<file path="config.mk">
export PLATFORM = sky130hd
export DESIGN_NAME = irq_pending_arbiter_16
export DESIGN_NICKNAME = d
export VERILOG_FILES = /design/src/rtl/irq_pending_arbiter_16.sv
export SDC_FILE = /design/constraint.sdc
export NUM_CORES = 1
export LEC_CHECK = 0
export BUFFER_PORTS_ARGS = -buffer_cell sky130_fd_sc_hd__buf_2
export CAP_MARGIN = 0
export CORE_ASPECT_RATIO = 0.8
export CORE_MARGIN = 3
export CORE_UTILIZATION = 50
export CTS_CLUSTER_SIZE = 8
export DETAILED_ROUTE_END_ITERATION = 8
export GPL_ROUTABILITY_DRIVEN = 0
export PLACE_DENSITY = 0.77
export SKIP_LAST_GASP = 1
export SLEW_MARGIN = 20
export SYNTH_ARGS = -nofsm -noshare
export SYNTH_HDL_FRONTEND = slang
export SYNTH_SLANG_ARGS = --single-unit
</file>
<file path="constraint.sdc">
create_clock -name Clock_In -period 2 [get_ports Clock_In]
set_clock_uncertainty 0.2 [all_clocks]
set_input_delay 0.3 -clock Clock_In [delete_from_list [all_inputs] [get_ports Clock_In]]
set_output_delay 0.3 -clock Clock_In [all_outputs]
set_load 0.01 [all_outputs]
</file>
<file path="src/rtl/irq_pending_arbiter_16.sv">
// irq_pending_arbiter_16: sequential front end for the 16-line priority encode path.
// It captures request lines into a pending register and applies a per-line mask.
// The highest-index unmasked pending line is presented on a valid/ack handshake.
// The registered masked-pending vector is exported for a downstream 16:4 encoder.
module irq_pending_arbiter_16 #(
  parameter bit EDGE_MODE = 1'b1
) (
  input  logic        Clock_In,
  input  logic        Reset_In,
  input  logic        Enable_In,
  input  logic [15:0] Irq_In,
  input  logic        Mask_Wr_En_In,
  input  logic [15:0] Mask_Data_In,
  input  logic        Irq_Ack_In,
  output logic        Irq_Valid_Out,
  output logic [3:0]  Irq_Id_Out,
  output logic [15:0] Pending_Out,
  output logic [15:0] Mask_Out
);

  localparam int NUM_LINES = 16;

  typedef enum logic {IDLE, PRESENT} state_t;

  state_t                 state;
  logic [NUM_LINES-1:0]   pending, mask, irq_prev;
  logic [NUM_LINES-1:0]   set_vec, clr_vec, pending_nxt, mask_nxt, eligible;
  logic [3:0]             top_id;
  logic                   any_elig;

  assign Mask_Out = mask;

  // Next-state of the pending/mask registers; a new set beats a same-cycle ack clear.
  always_comb begin
    set_vec = EDGE_MODE ? (Irq_In & ~irq_prev) : Irq_In;
    clr_vec = '0;
    if (state == PRESENT && Irq_Ack_In) clr_vec[Irq_Id_Out] = 1'b1;
    pending_nxt = (pending & ~clr_vec) | set_vec;
    mask_nxt    = Mask_Wr_En_In ? Mask_Data_In : mask;
    eligible    = pending & ~mask;
  end

  // Highest-index eligible line; later iterations overwrite, so bit 15 wins.
  always_comb begin
    top_id = '0;
    for (int i = 0; i < NUM_LINES; i++)
      if (eligible[i]) top_id = 4'(i);
    any_elig = |eligible;
  end

  // Capture state: pending bits, mask, previous request sample and exported vector.
  // irq_prev resets to all ones so lines held high through reset are not seen as edges.
  always_ff @(posedge Clock_In) begin
    if (Reset_In) begin
      pending     <= '0;
      mask        <= '0;
      irq_prev    <= '1;
      Pending_Out <= '0;
    end else begin
      pending     <= pending_nxt;
      mask        <= mask_nxt;
      irq_prev    <= Irq_In;
      Pending_Out <= pending_nxt & ~mask_nxt;
    end
  end

  // Handshake FSM: once presented, an ID is held until acked, regardless of
  // enable, masking or higher-priority arrivals. The ID register keeps its value on ack.
  always_ff @(posedge Clock_In) begin
    if (Reset_In) begin
      state         <= IDLE;
      Irq_Valid_Out <= 1'b0;
      Irq_Id_Out    <= '0;
    end else begin
      case (state)
        IDLE: begin
          if (Enable_In && any_elig) begin
            state         <= PRESENT;
            Irq_Valid_Out <= 1'b1;
            Irq_Id_Out    <= top_id;
          end
        end
        PRESENT: begin
          if (Irq_Ack_In) begin
            state         <= IDLE;
            Irq_Valid_Out <= 1'b0;
          end
        end
        default: begin
          state         <= IDLE;
          Irq_Valid_Out <= 1'b0;
        end
      endcase
    end
  end

endmodule

</file>
# Yosys cells after proc, flatten, opt, wreduce, memory -nomap -nowiden
# Cells that the tools add are included.
# totals
ff_bits,70
# op_classes
magnitude_cmp,2
n_eq_ne,2
n_mux,25
bitwise_logic,10
reduce_logical,6
# op_table
cell,count
$and A16 B16 Y16,4
$not A16 Y16,4
$mux W4,13
$mux W16,2
$or A16 B16 Y16,1
$reduce_or A16 Y1,1
$mux W1,6
$lt A4 B5 Y1 const B,1
$demux W1 S4,1
$ge A4 B1 Y1 const B,1
$ne A2 B2 Y1 const B,2
$pmux W1 S2,2
$reduce_and A2 Y1,2
$logic_and A1 B1 Y1,3
$mux W2,1
$not A1 Y1,1

# Longest topological paths before layout
# depth
depth_word,17
depth_mapped,5
ltp_nobuf,5

# Least setup slack after synthesis
# OpenSTA, ideal clock, no wires.
# synth_path
path_type,register to register
start,reg mask[2] (netlist: Mask_Out[2])
end,reg Irq_Id_Out[0]
setup_time_ps,122
t_arrival_ps,1308
required_ps,1678
path_slack_ps,370
path_stages_with_launch,6
synth_period_minus_slack_ps,1630
cell_sequence,dfxtp_1 > nor2b_4 > a2111oi_4 > a41oi_4 > mux2i_1 > o21ai_1
# synth_via
elab_chain_len,16
word_cells_on_any_way,19
cone_classes,mux: 14; bitwise: 2; reduce/logical: 3
# synth_lines
element,line_no,rtl
from (decl),26,"logic [NUM_LINES-1:0] pending, mask, irq_prev;"
from (signal assigned),61,mask <= mask_nxt;
$not A16 Y16 *,40,eligible = pending & ~mask;
$and A16 B16 Y16 *,40,
$mux W2,47,if (eligible[i]) top_id = 4'(i);
$mux W4 (13 in a row),47,
to (signal assigned),80,Irq_Id_Out <= top_id;
to (decl),16,"output logic [3:0] Irq_Id_Out,"
# Mark *: on every way between the ends. The rest lies on a longest branch, timed or not.
# A chain may end at the register's enable or synchronous reset.

# Worst setup path in the final report
# layout_path
start,reg mask[7] (netlist: Mask_Out[7])
end,reg Irq_Id_Out[0]
# layout_via
elab_chain_len,11
word_cells_on_any_way,14
cone_classes,mux: 9; bitwise: 2; reduce/logical: 3
# layout_lines
element,line_no
$not A16 Y16 *,40
$and A16 B16 Y16 *,40
$mux W4 (9 in a row),47
# Marked as above.

==> key figures <==
Status
  • Outcome: completed

Logic synthesis
  • Cell variety after synth: 33
  • Synthesized area per cell: 10.0 um2
  • Register area share after synthesis: 53.8%
  • Main flop type after synthesis: dfxtp_1
  • Ys async rst share: 0%
  • Yosys reg bits: 70
  • Post-synthesis cell area: 2600 um2
  • Yosys warns: 0
  • EDFF count, synth: 0
  • Synthesized net count: 297
  • Post-Syn Instances: 260

STA
  • Total negative slack: 0 ns
  • Max transition margin: 63.2%
  • Final worst slack: 0.313 ns
  • # setup viols final: 0
  • Achievable Freq: 593 MHz
  • Hold Vio Cnt, Final: 0
  • WHS: 0.00756 ns
  • RSZ-0062 raised after global routing: no
  • Max-slew violation count: 0
  • Fin crit period: 1.69 ns
  • Fin crit share: 84.3%
  • Measured slew at the worst slew-check pin: 0.552 ns

Critical path
  • WS Path Type: reg -> reg
  • Worst Path Required: 2.03 ns
  • Crit path max fanout: 8
  • Nature of the critical path startpoint: flip-flop
  • Critical Path AT: 1.71 ns
  • Crit. End Element: flip-flop

Power and ir drop
  • Sw Ratio: 22.5%
  • Pleak: 0.00156 uW
  • Comb pwr share: 11.9%
  • Worst vdd ir: 689 uV
  • P_sw: 778 uW
  • Share of power burned in registers: 44.4%
  • Power Density: 992 nW/um2
  • Clock Power Share: 43.7%
  • Int Power: 2670 uW

Detailed routing
  • Initial DRC count: 57
  • Post-DR wirelength/cell: 13.7 um
  • Via count: 2,079
  • Via-per-instance ratio: 4.95
  • WL met1: 2550 um
  • Post-route ant nets: 0
  • Metal2 WL: 2690 um
  • DRC: 0
  • WL met3: 458 um
  • Drt pass-1 iters: 4
  • Drt total wl: 5750 um
  • Max layer used: met4

Global routing
  • First-pass GRT wire length: 9560 um
  • Largest net degree at the start of global routing: 37
  • Initial antenna violation count: 0
  • Total grt overflow: 0
  • GRT Overall Usage: 20.2%
  • Number of global-route vias before repair: 2,059

Clock network
  • CTS Sinks: 70
  • Reg clk slew, reported paths: 0.07 ns
  • H-tree depth: 3
  • Clock Path Buffers: 2
  • Post-CTS Resized: 0
  • Post-CTS Setup Inserts: 0
  • CTS Buf Count: 9
  • CTS tree: done
  • Clock latency on the worst-skew pair: 0.34 ns
  • Clock Tree Root: clkbuf_8

Placement
  • Number of port buffers: 73
  • HPWL after detailed placement: 4020 um
  • Post-place setup slack: 0.309 ns

Die
  • Die Wd: 86.7 um
  • Die ar.: 6120 um2
  • Initial core utilization: 54.4%
  • Num rows: 22
  • Ports: 74
  • Die Ht: 70.6 um
  • Area of the core: 4790 um2

Hold path
  • Hold WC Path Type: in -> reg

Layout
  • Fraction of layout cells with a size suffix above 1: 31.7%
  • Multi-input logic area: 1160 um2
  • Filler cells: 363
  • Fin nets: 392
  • P&R area growth vs syn: 33.6%
  • Register Area: 1400 um2
  • ANT cells: 0
  • Commonest cells after routing, fill and taps aside: buf_2, dfxtp_1, nand2b_1
  • Most common cell after layout, fill and taps aside: buf_2

Job
  • Max-Cap Viols: 0
[final cells by class]
cell class	count	area share, %
Timing Repair Buffer	92	16.2
Tap cell	60	2.16
Inverter	3	0.324
Multi-Input combinational cell	179	33.3
Clock inverter	5	3.70
Clock buffer	11	4.06
Sequential cell	70	40.3
[per-layer routing]
metal  track usage (%)  up-vias
li1                  -     1064
met4              5.19        0
met5                 0        -
met2              32.2       67
met1              26.0      941
met3              7.57        7
[power groups by stage]
stage / Clock, uW / Combinational, uW / Sequential [uW]
floorplan: 0 / 229 / 1570
global placement: 0 / 381 / 1560
detailed placement: 0 / 387 / 1560
CTS: 1530 / 414 / 1530
global route: 1600 / 458 / 1540
finish: 1510 / 411 / 1530
[cell families (layout without fill, tap and decap cells)]
| group | count (synthesis) | count (layout) | synth area share (%) |
|---|---|---|---|
| and+or+nand+nor | 112 | 112 | 25.4 |
| DFF | 70 | 70 | 53.8 |
| AOI/OAI and AO/OA | 50 | 50 | 12.6 |
| muxes | 17 | 17 | 6.53 |
| buffers and inverters | 11 | 111 | 1.68 |
[synth_stat cells, types with 3 or more instances]
master    number  area [um2]
nand2b_1      31         194
and2_1        16         100
nor2_1        24        90.1
or2_1          3        18.8
o21ai_0        5        25.0
inv_1          3        11.3
dfxtp_1       70        1400
nand2_1        6        22.5
o211ai_1       3        22.5
o21ai_1       12        60.1
or2_2         16         100
clkbuf_1       4        15.0
a21oi_1       21         105
nor2b_1        7        43.8
mux2i_1       17         170
[flip-flops by register name (all words and copies together), names as in the netlist]
register       cells
Mask_Out          16
Pending_Out       16
irq_prev          16
pending           16
Irq_Id_Out         4
Irq_Valid_Out      1
state              1
[repair_timing]
action	CTS	global route
hold buffers	17	0
endpoints found under the hold margin	17	0
endpoints found under the setup margin	0	0
[critical path, stage by stage, from the launching register on]
cell and delay, ns:
dfxtp_1 0.32, nand2b_1 0.19, and4_4 0.24, a41oi_4 0.34, mux2i_1 0.21, o21ai_1 0.08
[path summary, 6_finish.rpt]
kind	from	to	slack, ns	cells after the start
max	Mask_Out[7]$_SDFF_PP0_	Irq_Id_Out[0]$_SDFFE_PP0P_	0.31	5
min	Mask_Data_In[10]	Mask_Out[10]$_SDFF_PP0_	0.008	3
max reg2reg	Mask_Out[7]$_SDFF_PP0_	Irq_Id_Out[0]$_SDFFE_PP0P_	0.31	5
min reg2reg	pending[12]$_SDFF_PP0_	pending[12]$_SDFF_PP0_	0.29	2
[metrics by stage]
step           instances  util (%)  total power [uW]  area [um2]
6_report             420      72.7              3450        3480
3_3_place_gp         387      63.5              1940        3040
3_5_place_dp         387      63.5              1950        3040
5_1_grt              420      72.7              3600        3480
4_1_cts              420      72.7              3480        3480
2_1_floorplan        260         -              1800        2610
Note: power is estimated with default switching activity, not from simulation.
